### config.mk
export PLATFORM = sky130hd
export DESIGN_NAME = fetch_pc_pipeline
export DESIGN_NICKNAME = d
export VERILOG_FILES = /design/src/rtl/fetch_pc_pipeline.sv
export SDC_FILE = /design/constraint.sdc
export NUM_CORES = 1
export LEC_CHECK = 0
export ABC_AREA = 1
export CELL_PAD_IN_SITES_DETAIL_PLACEMENT = 0
export CELL_PAD_IN_SITES_GLOBAL_PLACEMENT = 1
export CORE_UTILIZATION = 32
export DETAILED_ROUTE_END_ITERATION = 10
export PLACE_DENSITY = 0.83
export SYNTH_ARGS = -nofsm -noshare
export SYNTH_HDL_FRONTEND = slang
export SYNTH_SLANG_ARGS = --single-unit
### constraint.sdc
create_clock -name clk -period 1.9 [get_ports clk]
set_clock_uncertainty 0.2 [all_clocks]
set_input_delay 0.57 -clock clk [delete_from_list [all_inputs] [get_ports clk]]
set_output_delay 0.57 -clock clk [all_outputs]
set_load 0.005 [all_outputs]
### src/rtl/fetch_pc_pipeline.sv
// -----------------------------------------------------------------------------
// fetch_pc_pipeline
//   Owns the fetch PC and carries each fetched PC and its branch prediction from
//   IF (stage 1) through ID (stage 2) to EX (stage 3). The BTB sits directly
//   downstream: it sees instruction_pc_1/instruction_pc_3/prev_taken_3 and
//   returns the next PC, a mispredict flush and a prediction for the IF PC.
//   Wrong-path slots are squashed on flush. Memory stalls freeze everything, and
//   hazard stalls hold IF/ID while inserting a bubble into EX. Two saturating
//   counters track resolved branches and mispredicts.
//
// Ports
//   clk, rst_n          clock, synchronous active-low reset
//   memory_stall        global freeze (highest priority after reset)
//   hazard_stall        hold IF/ID, bubble into EX
//   btb_branch_pc       next fetch PC (predicted or corrected)
//   btb_flush           stage-3 branch was mispredicted
//   btb_taken           prediction for the current IF PC
//   is_branch_3         EX-slot instruction is a branch
//   cnt_clear           synchronous clear of both counters
//   instruction_pc_1    current fetch PC
//   instruction_pc_2    ID-slot PC,  valid_2 marks a real instruction
//   instruction_pc_3    EX-slot PC,  valid_3 marks a real instruction
//   prev_taken_3        prediction carried with the EX slot (0 for bubbles)
//   branch_cnt          resolved branch count (saturating)
//   mispredict_cnt      flush count (saturating)
// -----------------------------------------------------------------------------
module fetch_pc_pipeline #(
    parameter logic [31:0] RESET_PC = 32'h0000_0000,
    parameter int          CNT_W    = 16
) (
    input  logic             clk,
    input  logic             rst_n,
    input  logic             memory_stall,
    input  logic             hazard_stall,
    input  logic [31:0]      btb_branch_pc,
    input  logic             btb_flush,
    input  logic             btb_taken,
    input  logic             is_branch_3,
    input  logic             cnt_clear,
    output logic [31:0]      instruction_pc_1,
    output logic [31:0]      instruction_pc_2,
    output logic             valid_2,
    output logic [31:0]      instruction_pc_3,
    output logic             valid_3,
    output logic             prev_taken_3,
    output logic [CNT_W-1:0] branch_cnt,
    output logic [CNT_W-1:0] mispredict_cnt
);

    localparam logic [CNT_W-1:0] CNT_ONE = 1;

    logic [31:0]      pc_p0;
    logic [31:0]      pc_p1;
    logic             taken_p1;
    logic             vld_p1;
    logic [31:0]      pc_p2;
    logic             taken_p2;
    logic             vld_p2;
    logic [CNT_W-1:0] branch_cnt_r;
    logic [CNT_W-1:0] mispredict_cnt_r;

    function automatic logic [CNT_W-1:0] sat_inc(input logic [CNT_W-1:0] v);
        return (&v) ? v : v + CNT_ONE;
    endfunction

    // Stage 1 (IF) fetch PC, stage 2 (ID) and stage 3 (EX) slots
    always_ff @(posedge clk) begin
        if (!rst_n) begin
            pc_p0    <= RESET_PC;
            pc_p1    <= '0;
            taken_p1 <= 1'b0;
            vld_p1   <= 1'b0;
            pc_p2    <= '0;
            taken_p2 <= 1'b0;
            vld_p2   <= 1'b0;
        end else if (memory_stall) begin
            // Full freeze; a pending flush is re-reported by the BTB afterwards
            // because the EX slot it resolves against is held too.
        end else if (btb_flush) begin
            // Redirect and squash both younger slots; pc fields are left as-is
            // since nothing downstream looks at a bubble's PC.
            pc_p0    <= btb_branch_pc;
            taken_p1 <= 1'b0;
            vld_p1   <= 1'b0;
            taken_p2 <= 1'b0;
            vld_p2   <= 1'b0;
        end else if (hazard_stall) begin
            taken_p2 <= 1'b0;
            vld_p2   <= 1'b0;
        end else begin
            pc_p0    <= btb_branch_pc;
            pc_p1    <= pc_p0;
            taken_p1 <= btb_taken;
            vld_p1   <= 1'b1;
            pc_p2    <= pc_p1;
            taken_p2 <= taken_p1;
            vld_p2   <= vld_p1;
        end
    end

    // Counters: clear wins over increment and also acts during a memory stall
    always_ff @(posedge clk) begin
        if (!rst_n) begin
            branch_cnt_r     <= '0;
            mispredict_cnt_r <= '0;
        end else if (cnt_clear) begin
            branch_cnt_r     <= '0;
            mispredict_cnt_r <= '0;
        end else if (!memory_stall) begin
            if (vld_p2 && is_branch_3) begin
                branch_cnt_r <= sat_inc(branch_cnt_r);
            end
            if (btb_flush) begin
                mispredict_cnt_r <= sat_inc(mispredict_cnt_r);
            end
        end
    end

    assign instruction_pc_1 = pc_p0;
    assign instruction_pc_2 = pc_p1;
    assign valid_2          = vld_p1;
    assign instruction_pc_3 = pc_p2;
    assign valid_3          = vld_p2;
    assign prev_taken_3     = taken_p2 & vld_p2;
    assign branch_cnt       = branch_cnt_r;
    assign mispredict_cnt   = mispredict_cnt_r;

endmodule

Word-level counts from Yosys, hierarchy flattened
Cells that the tools add are included.
{"block": "op_classes", "n_addsub": 2, "eq_ne": 1, "muxes": 10, "bitwise_logic": 7, "reduce_logical": 8}
{"cell": "32-bit 2-to-1 mux", "count": 2}
{"cell": "16-bit by 1-bit adder with 16-bit output, second input constant", "count": 2}
{"cell": "16-bit AND reduction", "count": 2}
{"cell": "3-bit AND reduction", "count": 3}
{"cell": "1-bit 2-to-1 mux", "count": 8}
{"cell": "1-bit NOT", "count": 6}
{"cell": "2-bit by 1-bit != test with 1-bit output, second input constant", "count": 1}
{"cell": "2-bit AND reduction", "count": 1}
{"cell": "2-bit OR reduction", "count": 1}
{"cell": "1-bit bitwise AND", "count": 1}
{"cell": "1-bit logical AND", "count": 1}
{"block": "word_totals", "ff_bits": 132, "inputBits": 40, "output_inout_bits": 131, "elab_cells": 37}

Logic depth before layout (Yosys ltp)
Gate-level depths: netlist of run 1.
{"block": "logic_depth", "depth_word": 3, "ltp_mapped": 11, "depth_no_buf": 10}

Least setup slack after synthesis of run 1
No wires, ideal clock.
{"block": "synth_timing", "kind": "reg-to-reg", "start": "register mispredict_cnt_r[0] (netlist: mispredict_cnt[0])", "end": "register mispredict_cnt_r[0] (netlist: mispredict_cnt[0])", "setup_ps": 116, "arrival_time_ps": 1443, "required_ps": 1584, "slack_ps": 141, "path_stages_with_launch": 10, "path_buffers": 1, "period_less_slack_ps": 1759, "cell_sequence": "dfxtp_1 > ha_1 > nand2_1 > nor2_1 > nand2_2 > nor2_4 > nor2_4 > buf_6 > nor2_1 > nor2_1"}
{"block": "synth_via", "elab_chain_cells": 3, "elab_cells_between_ends": 4, "cone_classes": "1 x add/sub; 1 x bitwise; 2 x reduce/logical"}
{"element": "start, declared", "line_no": "60", "text": "logic [CNT_W-1:0] mispredict_cnt_r;"}
{"element": "start signal, assigned", "line_no": "114", "text": "mispredict_cnt_r <= sat_inc(mispredict_cnt_r);"}
{"element": "parallel branches: the longest is 3 deep, another holds 16-bit by 1-bit adder with 16-bit output"}
Parallel ways; which one is timed is not known.
A chain may end at the register's enable or synchronous reset.

Worst setup path after layout of run 1
{"block": "layout_timing", "start": "input port memory_stall", "end": "register pc_p0[0] (netlist: instruction_pc_1[0])"}
{"block": "layout_via", "elab_chain_cells": 2}
{"element": "start, declared", "line_no": "33", "text": "input logic memory_stall,"}
{"element": "1-bit NOT (no source line)"}
{"element": "2-bit AND reduction (no source line)"}
{"element": "end signal, assigned", "line_no": "82", "text": "pc_p0 <= btb_branch_pc;"}
{"element": "end signal, assigned", "line_no": "91", "text": "pc_p0 <= btb_branch_pc;"}
{"element": "end, declared", "line_no": "52", "text": "logic [31:0] pc_p0;"}
Every way passes these cells.

==> results.py, run 1 <==
metrics = {
    "status": {
        "status": "finished clean",
    },
    "sta": {
        "rsz0062_at_grt": "yes",
        "worst_slack_ps": 29.5,
        "finalCritPeriodShare": 0.984,
        "max_slew_margin": 0.724,
        "worst_pin_slew_ps": 413,
        "fmax_mhz": 535,
        "hold_viol": 0,
        "whs_ps": 261,
        "finalSetupViolations": 0,
        "min_period_ps": 1870,
        "drv_slew": 0,
    },
    "synthesis": {
        "syn_nets": 799,
        "syn_area_um2": 5330,
        "seq_area_frac_synth": 0.496,
        "avgSynthCellArea_um2": 7.04,
        "synth-simple-area-share": 0.310,
        "synthMuxAreaShare": 0,
        "synth_xor_area_frac": 0.00986,
        "ys.warnings.count": 0,
        "synth_top_family_by_area": "simple AND/OR/NAND/NOR gates",
        "ys_types": 27,
        "ys_ff_latch": 132,
        "syn_inst": 757,
        "synth_compound_area_frac": 0.118,
        "synth-adder-area-share": 0.00469,
    },
    "floorplan": {
        "dieArea_um2": 17200,
        "die_y_um": 131,
        "initial_core_util": 0.332,
        "core_um2": 16100,
        "die_x_um": 131,
        "pin_count": 171,
        "num_rows": 46,
    },
    "cts": {
        "htree_levels": 4,
        "numCtsBuffers": 17,
        "root_buffer": "clkbuf_16",
        "cts_tree": "built",
        "path_clk_slew_ps": 50,
        "clock_path_buffers": 2,
        "cts_num_sinks": 132,
        "clkLatencyLatePin_ps": 420,
        "hold_buffers": 0,
    },
    "critical_path": {
        "r2r_end": "branch_cnt[8]",
        "reg2reg_depth": 11,
        "cp_max_fo": 26,
        "worst_path_most_repeated_cell": "nor2_1",
        "critPathTopFamily": "buffers and inverters",
        "cp-start-kind": "primary input",
        "crit_buf_inv": 3,
        "path_class": "in -> reg",
        "critPathCaptureType": "flop",
        "timing.rr.start": "branch_cnt[1]",
        "worst_ep_required_time_ps": 2000,
        "slowest_stage": "clkdlybuf4s50_1",
        "crit_chain": "clkdlybuf4s50_1 > nor2_4 > nor2_2 > inv_1 > buf_12 > nor2_1 > nor2_1",
        "reg2reg_setup_slack_ps": 100,
        "arrival_ps": 1970,
        "slowest_delay_ps": 610,
    },
    "detailed_routing": {
        "drt-pass1-iter-count": 4,
        "vias": 5349,
        "wire_per_inst_um": 13.4,
        "routed_wl_um": 16100,
        "drt_iter0_drc": 275,
        "antenna_left": 0,
        "viasPerCell": 4.48,
        "drc_errors": 0,
    },
    "power_and_ir_drop": {
        "vdd_drop_max_mv": 0.629,
        "total_power_uw": 7310,
        "p_int_uw": 5700,
        "power.density_nw_per_um2": 882,
        "p_clk_frac": 0.499,
        "p_seq_frac": 0.407,
        "switchingPower_uw": 1610,
        "p_leak_uw": 0.00387,
        "combPwrFrac": 0.094,
        "p_sw_frac": 0.220,
    },
    "grt": {
        "grt_max_degree": 56,
        "grtUsageMet2": 0.309,
        "grt-busiest-layer": "met2",
        "antenna_found_initial": 0,
        "use_met3": 0.0381,
        "grt_use_met1": 0.251,
        "grt-ovfl-total": 0,
        "grt_util_all_layers": 0.193,
        "grt_pass1_vias": 4917,
        "grt_pass1_wl_um": 25100,
    },
    "cells_and_area": {
        "drive_gt1_frac": 0.162,
        "fin_nets": 1007,
        "multiInputGateArea_um2": 2380,
        "mostFrequentLayoutCell": "nor2_1",
        "regArea_um2": 2750,
        "mostFrequentLayoutCells": "251 x nor2_1, 128 x dlygate4sd2_1, 114 x nand2_1, 95 x o21ai_0, 76 x dfxtp_1",
        "post-route-util": 0.516,
        "area_delta_synth_final_pct": 55.4,
        "n_fill_cell": 1636,
    },
    "placed_design": {
        "place_hpwl_um": 10900,
        "io_buffers": 170,
        "gp_congestion": 0.831,
        "pre_cts_slack_ps": -411,
    },
    "min_path": {
        "hold_path_depth": 2,
        "holdPathEnd": "taken_p1",
        "hold_path.class": "reg -> reg",
        "hold_path_startpoint": "taken_p1",
    },
    "flow_run": {
        "maxCapViolCount": 0,
    },
}
[routing by layer]
layer  share of wire  vias up
met5               0        -
met4           0.018        0
met3           0.044       21
met2            0.46      130
met1            0.47     2385
li1                -     2813
[timing repair]
item / in CTS / in global routing
cloned: 0 / 2
setup endpoints to repair: 131 / 106
buffers inserted: 14 / 0
gates resized for setup: 203 / 10
pin swaps: 0 / 2
[registers in the layout (all words and copies together), names as in the netlist]
signal and cells:
instruction_pc_1 32, instruction_pc_2 32, instruction_pc_3 32, branch_cnt 16, mispredict_cnt 16, taken_p1 1
taken_p2 1, valid_2 1, valid_3 1
[through the flow]
step	setup TNS, ps	cell area (µm²)	cells
finish	0	8280	1194
CTS	0	8230	1191
floorplan	0	5330	757
global placement	-43210	7520	1146
detailed placement	-42630	7520	1146
global route	-380	8280	1193
[worst reg2reg max path, stage by stage, from the launching register on]
cell	delay, ps
dfxtp_2	310
buf_4	140
ha_1	190
nand2_1	90
nor2_1	50
nand2_1	80
nor2_1	50
nor2_2	140
buf_4	210
nand2_1	90
nor2_1	90
nor2_1	50
[how the worst max path moves through the flow]
stage / start / end / slack (ps) / cells past startpoint
final: memory_stall / instruction_pc_1[0] / 30 / 7
after global routing: memory_stall / instruction_pc_1[20] / -50 / 7
after CTS: valid_3 / prev_taken_3 / 7 / 3
after detailed placement: memory_stall / instruction_pc_2[7] / -410 / 7
after global placement: memory_stall / instruction_pc_2[22] / -440 / 6
after floorplan: mispredict_cnt[0] / mispredict_cnt[0] / 140 / 9
[cells by family (layout without fill, tap and decap cells)]
group,Yosys count,after routing
DFF,132,132
adders and majority gates,2,2
AOI/OAI and AO/OA,122,122
xor gates and xnor gates,6,6
buffers and inverters,79,299
and+or+nand+nor,416,416
other,0,1
[synthesized netlist by cell type (all sizes together)]
cell type  instances  area [µm²]
xor2               3        26.3
clkinv             1        3.75
nor2             261        1010
xnor2              3        26.3
nand2            116         438
clkbuf            15        57.6
a21oi             20         100
o21ai            100         512
nor3               3        15.0
nand3             28         140
nand4              7        43.8
ha                 2        25.0
inv               43         161
or2                1        6.26
buf               20         108
o21bai             2        15.0
dfxtp            132        2640
[power by group through the flow]
stage | clock, µW | combinational, µW | sequential [µW]
after floorplan | 0 | 287 | 3040
after global placement | 0 | 750 | 3040
after detailed placement | 0 | 758 | 3050
after CTS | 3710 | 687 | 2970
after global routing | 3840 | 773 | 2990
final | 3650 | 688 | 2970
[area by class of cell]
type,instances,share of cell area
timing repair buffer,224,0.248
multi-input combinational,546,0.288
antenna,1,0.000302
clock buffer,22,0.0585
sequential,132,0.331
tap,216,0.0326
clock inverter,9,0.0210
inverter,44,0.0199
(Power assumes the default switching activity.)
==> run 2: changes to the inputs <==
--- a/config.mk
+++ b/config.mk
@@ -9,6 +9,7 @@
 export CELL_PAD_IN_SITES_DETAIL_PLACEMENT = 0
 export CELL_PAD_IN_SITES_GLOBAL_PLACEMENT = 1
 export CORE_UTILIZATION = 32
+export CTS_BUF_LIST = sky130_fd_sc_hd__clkbuf_16
 export DETAILED_ROUTE_END_ITERATION = 10
 export PLACE_DENSITY = 0.83
 export SYNTH_ARGS = -nofsm -noshare
==> run 2 against run 1 <==
Via count shrank 0.13%. Sequential cell count unchanged. Register-to-register slack about the same. Global-route usage is 0.080 points lower. Design area fell by 0.48%. Clock power shrank 5%. Core utilization decreased by 0.25 points. Worst setup slack got worse by 5.1 ps. Non-clock buffer count unchanged. Cell count did not move. Die area stayed put. Combinational power about the same. Highest routed layer unchanged.
==> results.py, run 2 (synthesized netlist as in run 1, its figures left out) <==
metrics = {
    "sta": {
        "fmax_mhz": 533,
        "rsz0062_at_grt": "yes",
        "min_period_ps": 1880,
        "finalSetupViolations": 0,
        "whs_ps": 261,
        "finalCritPeriodShare": 0.987,
        "hold_viol": 0,
        "worst_pin_slew_ps": 409,
        "fin_setup_tns_ps": 0,
        "drv_slew": 0,
        "max_slew_margin": 0.726,
    },
    "cells_and_area": {
        "area_delta_synth_final_pct": 54.6,
        "fin_nets": 1007,
        "mostFrequentLayoutCells": "251 x nor2_1, 128 x dlygate4sd2_1, 114 x nand2_1, 95 x o21ai_0, 76 x dfxtp_1",
        "final_cells": 1194,
        "mostFrequentLayoutCell": "nor2_1",
        "stdcell_area_um2": 8240,
        "drive_gt1_frac": 0.158,
    },
    "detailed_routing": {
        "drt-pass1-iter-count": 4,
        "wire_per_inst_um": 13.4,
        "antenna_left": 0,
        "viasPerCell": 4.47,
        "drc_errors": 0,
        "vias": 5342,
        "drt_iter0_drc": 266,
        "routed_wl_um": 16000,
    },
    "cts": {
        "hold_buffers": 0,
        "numCtsBuffers": 17,
        "path_clk_slew_ps": 50,
        "cts_num_sinks": 132,
        "htree_levels": 4,
        "clock_path_buffers": 2,
        "cts_tree": "built",
        "root_buffer": "clkbuf_16",
        "clkLatencyLatePin_ps": 420,
    },
    "critical_path": {
        "path_class": "in -> reg",
        "reg2reg_depth": 11,
        "timing.rr.start": "branch_cnt[1]",
        "cp-start-kind": "primary input",
        "reg2reg_setup_slack_ps": 100,
        "r2r_end": "branch_cnt[8]",
        "worst_ep_required_time_ps": 2000,
        "critPathCaptureType": "flop",
        "arrival_ps": 1980,
        "startpoint": "memory_stall",
        "cp_max_fo": 26,
    },
    "min_path": {
        "hold_path_startpoint": "taken_p1",
        "hold_path_depth": 2,
        "hold_path.class": "reg -> reg",
        "holdPathEnd": "taken_p1",
    },
    "grt": {
        "grt-ovfl-total": 0,
        "antenna_found_initial": 0,
        "grt_util_all_layers": 0.192,
        "grt_pass1_vias": 4903,
        "grt_pass1_wl_um": 25000,
        "grt_max_degree": 56,
    },
    "power_and_ir_drop": {
        "p_leak_uw": 0.00385,
        "power.density_nw_per_um2": 865,
        "vdd_drop_max_mv": 0.628,
    },
    "placed_design": {
        "placed_cell_area_um2": 7520,
        "place_hpwl_um": 10900,
        "io_buffers": 170,
        "gp_congestion": 0.831,
        "placed_cells": 1146,
    },
    "floorplan": {
        "initial_core_util": 0.332,
        "core_um2": 16100,
        "pin_count": 171,
        "num_rows": 46,
        "die_x_um": 131,
        "dieArea_um2": 17200,
        "die_y_um": 131,
    },
    "flow_run": {
        "maxCapViolCount": 0,
    },
    "status": {
        "status": "finished clean",
    },
}
run 2: changes by cell type in the layout (fill, tap and decap cells not counted):
cell / before / now
clkbuf_1: 1 / 0
clkinv_1: 1 / 5
inv_1: 41 / 42
clkbuf_8: 4 / 0
run 2: how the worst max path moves through the flow:
stage	slack [ps]	depth (start not counted)	endpoint
CTS	7	3	prev_taken_3
detailed placement	-410	7	instruction_pc_2[7]
floorplan	140	9	mispredict_cnt[0]
finish	20	7	instruction_pc_1[0]
global placement	-440	6	instruction_pc_2[22]
global route	-50	7	instruction_pc_1[20]
run 2: layout make-up:
type,instances,area (µm²)
multi-input combinational,546,2380
fill,1645,7820
timing repair buffer,224,2060
sequential,132,2750
tap,216,270
clock inverter,14,193
inverter,44,165
clock buffer,17,425
antenna,1,2.50
run 2: through the flow:
stage               setup WS [ps]  total power, µW   util
detailed placement           -411             3810  0.468
CTS                          6.85             7200  0.510
global route                -46.7             7430  0.513
finish                       24.4             7130  0.513
floorplan                     141             3330      -
global placement             -444             3790  0.468
run 2: metal layers:
layer,up-vias,global-route usage,share of wire
met2,119,0.305,0.46
met1,2386,0.251,0.48
met4,0,0.0859,0.018
met3,21,0.0386,0.041
li1,2816,-,-
met5,-,0,0
run 2: where the power goes:
group          switching (µW)  internal, µW  leakage [µW]
combinational             335           353       0.00243
sequential               83.9          2890       0.00111
clock                    1180          2290      0.000308
total                    1600          5530       0.00385
run 2: worst max-delay path, stage by stage:
cell,delay (ps)
clkdlybuf4s50_1,610
nor2_4,90
nor2_2,240
inv_1,130
buf_12,180
nor2_1,90
nor2_1,50
run 2: repair_timing:
| item | in CTS | in global routing |
|---|---|---|
| pin swaps | 0 | 2 |
| resized for setup | 203 | 10 |
| gates cloned | 0 | 2 |
| setup endpoints to repair | 131 | 106 |
| endpoints found under the hold margin | 0 | 0 |
| setup buffers | 14 | 0 |
==> run 3: changes to the inputs <==
--- a/config.mk
+++ b/config.mk
@@ -5,13 +5,13 @@
 export SDC_FILE = /design/constraint.sdc
 export NUM_CORES = 1
 export LEC_CHECK = 0
-export ABC_AREA = 1
+export ABC_AREA = 0
 export CELL_PAD_IN_SITES_DETAIL_PLACEMENT = 0
 export CELL_PAD_IN_SITES_GLOBAL_PLACEMENT = 1
-export CORE_UTILIZATION = 32
+export CORE_UTILIZATION = 33
 export CTS_BUF_LIST = sky130_fd_sc_hd__clkbuf_16
 export DETAILED_ROUTE_END_ITERATION = 10
-export PLACE_DENSITY = 0.83
+export PLACE_DENSITY = 0.82
 export SYNTH_ARGS = -nofsm -noshare
 export SYNTH_HDL_FRONTEND = slang
 export SYNTH_SLANG_ARGS = --single-unit
==> run 3 against run 2 <==
Global-route usage down 0.31 points. Clock power shrank 14%. First-iteration DRC count is 25% lower. Cell count is 9.2% lower. Core utilization grew 1.6 points. Sequential share of layout area is 0.45 points lower. Sequential cell count stayed put. Combinational power fell by 39%. Critical endpoint is now mispredict_cnt[11]. Synthesized area decreased by 0.12%. Critical path depth shrank 2.
==> results.py, run 3 <==
metrics = {
    "status": {
        "status": "finished clean",
    },
    "cts": {
        "cts_tree": "built",
        "cts_num_sinks": 132,
        "clock_path_buffers": 2,
        "path_clk_slew_ps": 60,
        "numCtsBuffers": 17,
        "htree_levels": 4,
        "root_buffer": "clkbuf_16",
        "clkLatencyLatePin_ps": 410,
        "hold_buffers": 0,
    },
    "power_and_ir_drop": {
        "vdd_drop_max_mv": 0.609,
        "p_seq_frac": 0.455,
        "switchingPower_uw": 1440,
        "p_sw_frac": 0.231,
        "p_int_uw": 4810,
        "combPwrFrac": 0.067,
        "power.density_nw_per_um2": 747,
        "p_clk_frac": 0.478,
        "p_leak_uw": 0.00358,
    },
    "grt": {
        "grt_pass1_wl_um": 24600,
        "grt-ovfl-total": 0,
        "antenna_found_initial": 0,
        "grt_pass1_vias": 5015,
        "grt_util_all_layers": 0.189,
        "grt_max_degree": 101,
    },
    "placed_design": {
        "io_buffers": 170,
        "gp_congestion": 0.829,
        "placed_cell_area_um2": 7660,
        "placed_cells": 1036,
        "place_hpwl_um": 10600,
    },
    "detailed_routing": {
        "viasPerCell": 4.87,
        "routed_wl_um": 15600,
        "drc_errors": 0,
        "vias": 5282,
        "drt_iter0_drc": 200,
        "drt-pass1-iter-count": 4,
        "wire_per_inst_um": 14.4,
        "antenna_left": 0,
    },
    "flow_run": {
        "maxCapViolCount": 0,
    },
    "synthesis": {
        "synth_compound_area_frac": 0.213,
        "yosysTopAreaCellShare": 0.496,
        "ys_ff_latch": 132,
        "async_reset_ff_frac": 0,
        "synth_top_family_by_area": "simple AND/OR/NAND/NOR gates",
        "yosysTopAreaCell": "dfxtp_1",
        "ys_types": 42,
        "syn_nets": 673,
        "synthTopCellsByArea": "dfxtp_1 50%, nand2_1 15%, a21boi_0 14%",
        "syn_inst": 631,
        "seq_area_frac_synth": 0.496,
        "synthMuxAreaShare": 0.00564,
        "avgSynthCellArea_um2": 8.44,
        "synthTopCellsByCount": "208 x nand2_1, 132 x dfxtp_1, 96 x a21boi_0",
        "synth-adder-area-share": 0.00470,
        "synth-simple-area-share": 0.246,
        "syn_area_um2": 5320,
        "synth_edf_count": 0,
        "yosysMostFrequentCell": "nand2_1",
        "ys.flop_type": "dfxtp_1",
        "ys.warnings.count": 0,
        "synth_xor_area_frac": 0,
    },
    "sta": {
        "hold_viol": 0,
        "min_period_ps": 1870,
        "fin_setup_tns_ps": 0,
        "whs_ps": 257,
        "drv_slew": 0,
        "fmax_mhz": 534,
        "finalCritPeriodShare": 0.985,
        "worst_pin_slew_ps": 425,
        "max_slew_margin": 0.715,
        "finalSetupViolations": 0,
    },
    "critical_path": {
        "worst_ep_required_time_ps": 2030,
        "arrival_ps": 2000,
        "critPathCaptureType": "flop",
        "timing.rr.start": "mispredict_cnt[0]",
        "cp-start-kind": "primary input",
        "path_class": "in -> reg",
        "reg2reg_setup_slack_ps": 80,
        "cp_max_fo": 4,
        "crit_path_end": "mispredict_cnt[11]",
        "r2r_end": "mispredict_cnt[14]",
        "reg2reg_depth": 5,
        "startpoint": "memory_stall",
    },
    "floorplan": {
        "num_rows": 46,
        "core_um2": 15800,
        "pin_count": 171,
        "die_y_um": 129,
        "initial_core_util": 0.336,
        "dieArea_um2": 16600,
        "die_x_um": 129,
    },
    "cells_and_area": {
        "mostFrequentLayoutCells": "207 x nand2_1, 127 x dlygate4sd2_1, 96 x a21boi_0, 70 x dfxtp_1, 67 x buf_4",
        "area_delta_synth_final_pct": 57.2,
        "diodes": 0,
        "mostFrequentLayoutCell": "nand2_1",
        "fin_nets": 897,
        "drive_gt1_frac": 0.218,
        "final_cells": 1084,
        "stdcell_area_um2": 8370,
        "post-route-util": 0.529,
    },
    "min_path": {
        "hold_path_depth": 2,
        "hold_path.class": "reg -> reg",
    },
}
-- run 3: what timing repair did --
item,CTS,global route
setup endpoints to repair,200,21
buffers inserted,13,3
cloned,0,1
pin swaps,3,7
resized for setup,218,16
-- run 3: worst min-delay path by stage --
stage	start	to
after global routing	instruction_pc_3[4]	instruction_pc_3[4]
after floorplan	instruction_pc_3[0]	instruction_pc_3[0]
after global placement	instruction_pc_3[10]	instruction_pc_3[10]
after detailed placement	instruction_pc_3[4]	instruction_pc_3[4]
after CTS	instruction_pc_3[4]	instruction_pc_3[4]
final	instruction_pc_3[0]	instruction_pc_3[0]
-- run 3: cell families (layout without fill, tap and decap cells) --
kind of cell | count (synthesis) | in the layout
buffers and inverters | 46 | 282
adders and majority gates | 2 | 2
DFF | 132 | 132
and+or+nand+nor | 290 | 291
muxes | 3 | 3
AOI/OAI and AO/OA | 158 | 158
-- run 3: cell type report --
cell class	count	area, µm²
Tap cell	216	270
Fill cell	1499	7460
Multi-Input combinational cell	454	2610
Sequential cell	132	2750
Clock inverter	15	118
Inverter	7	26.3
Timing Repair Buffer	243	2170
Clock buffer	17	425
-- run 3: metal layers --
metal | share of wire | vias to the layer above | global-route usage
li1 | - | 2626 | -
met1 | 0.43 | 2497 | 0.218
met2 | 0.48 | 150 | 0.318
met3 | 0.089 | 9 | 0.0830
met4 | 0.0068 | 0 | 0.0498
met5 | 0 | - | 0
-- run 3: power groups by stage --
stage	combinational, µW	sequential (µW)	clock (µW)
after floorplan	168	2920	0
after global placement	455	2920	0
after detailed placement	459	2920	0
after CTS	430	2840	3080
after global routing	462	2850	3210
final	421	2840	2990
-- run 3: stage by stage --
stage | setup slack, ps | total power [µW]
final | 28.6 | 6250
after global routing | -15.7 | 6520
after CTS | 5.36 | 6350
after detailed placement | -666 | 3380
after global placement | -609 | 3370
after floorplan | -182 | 3090
-- run 3: worst max-delay path, stage by stage --
cell and delay (ps):
dlygate4sd2_1 300, nand4b_4 190, or3_1 360, or4_1 430, a21oi_1 150
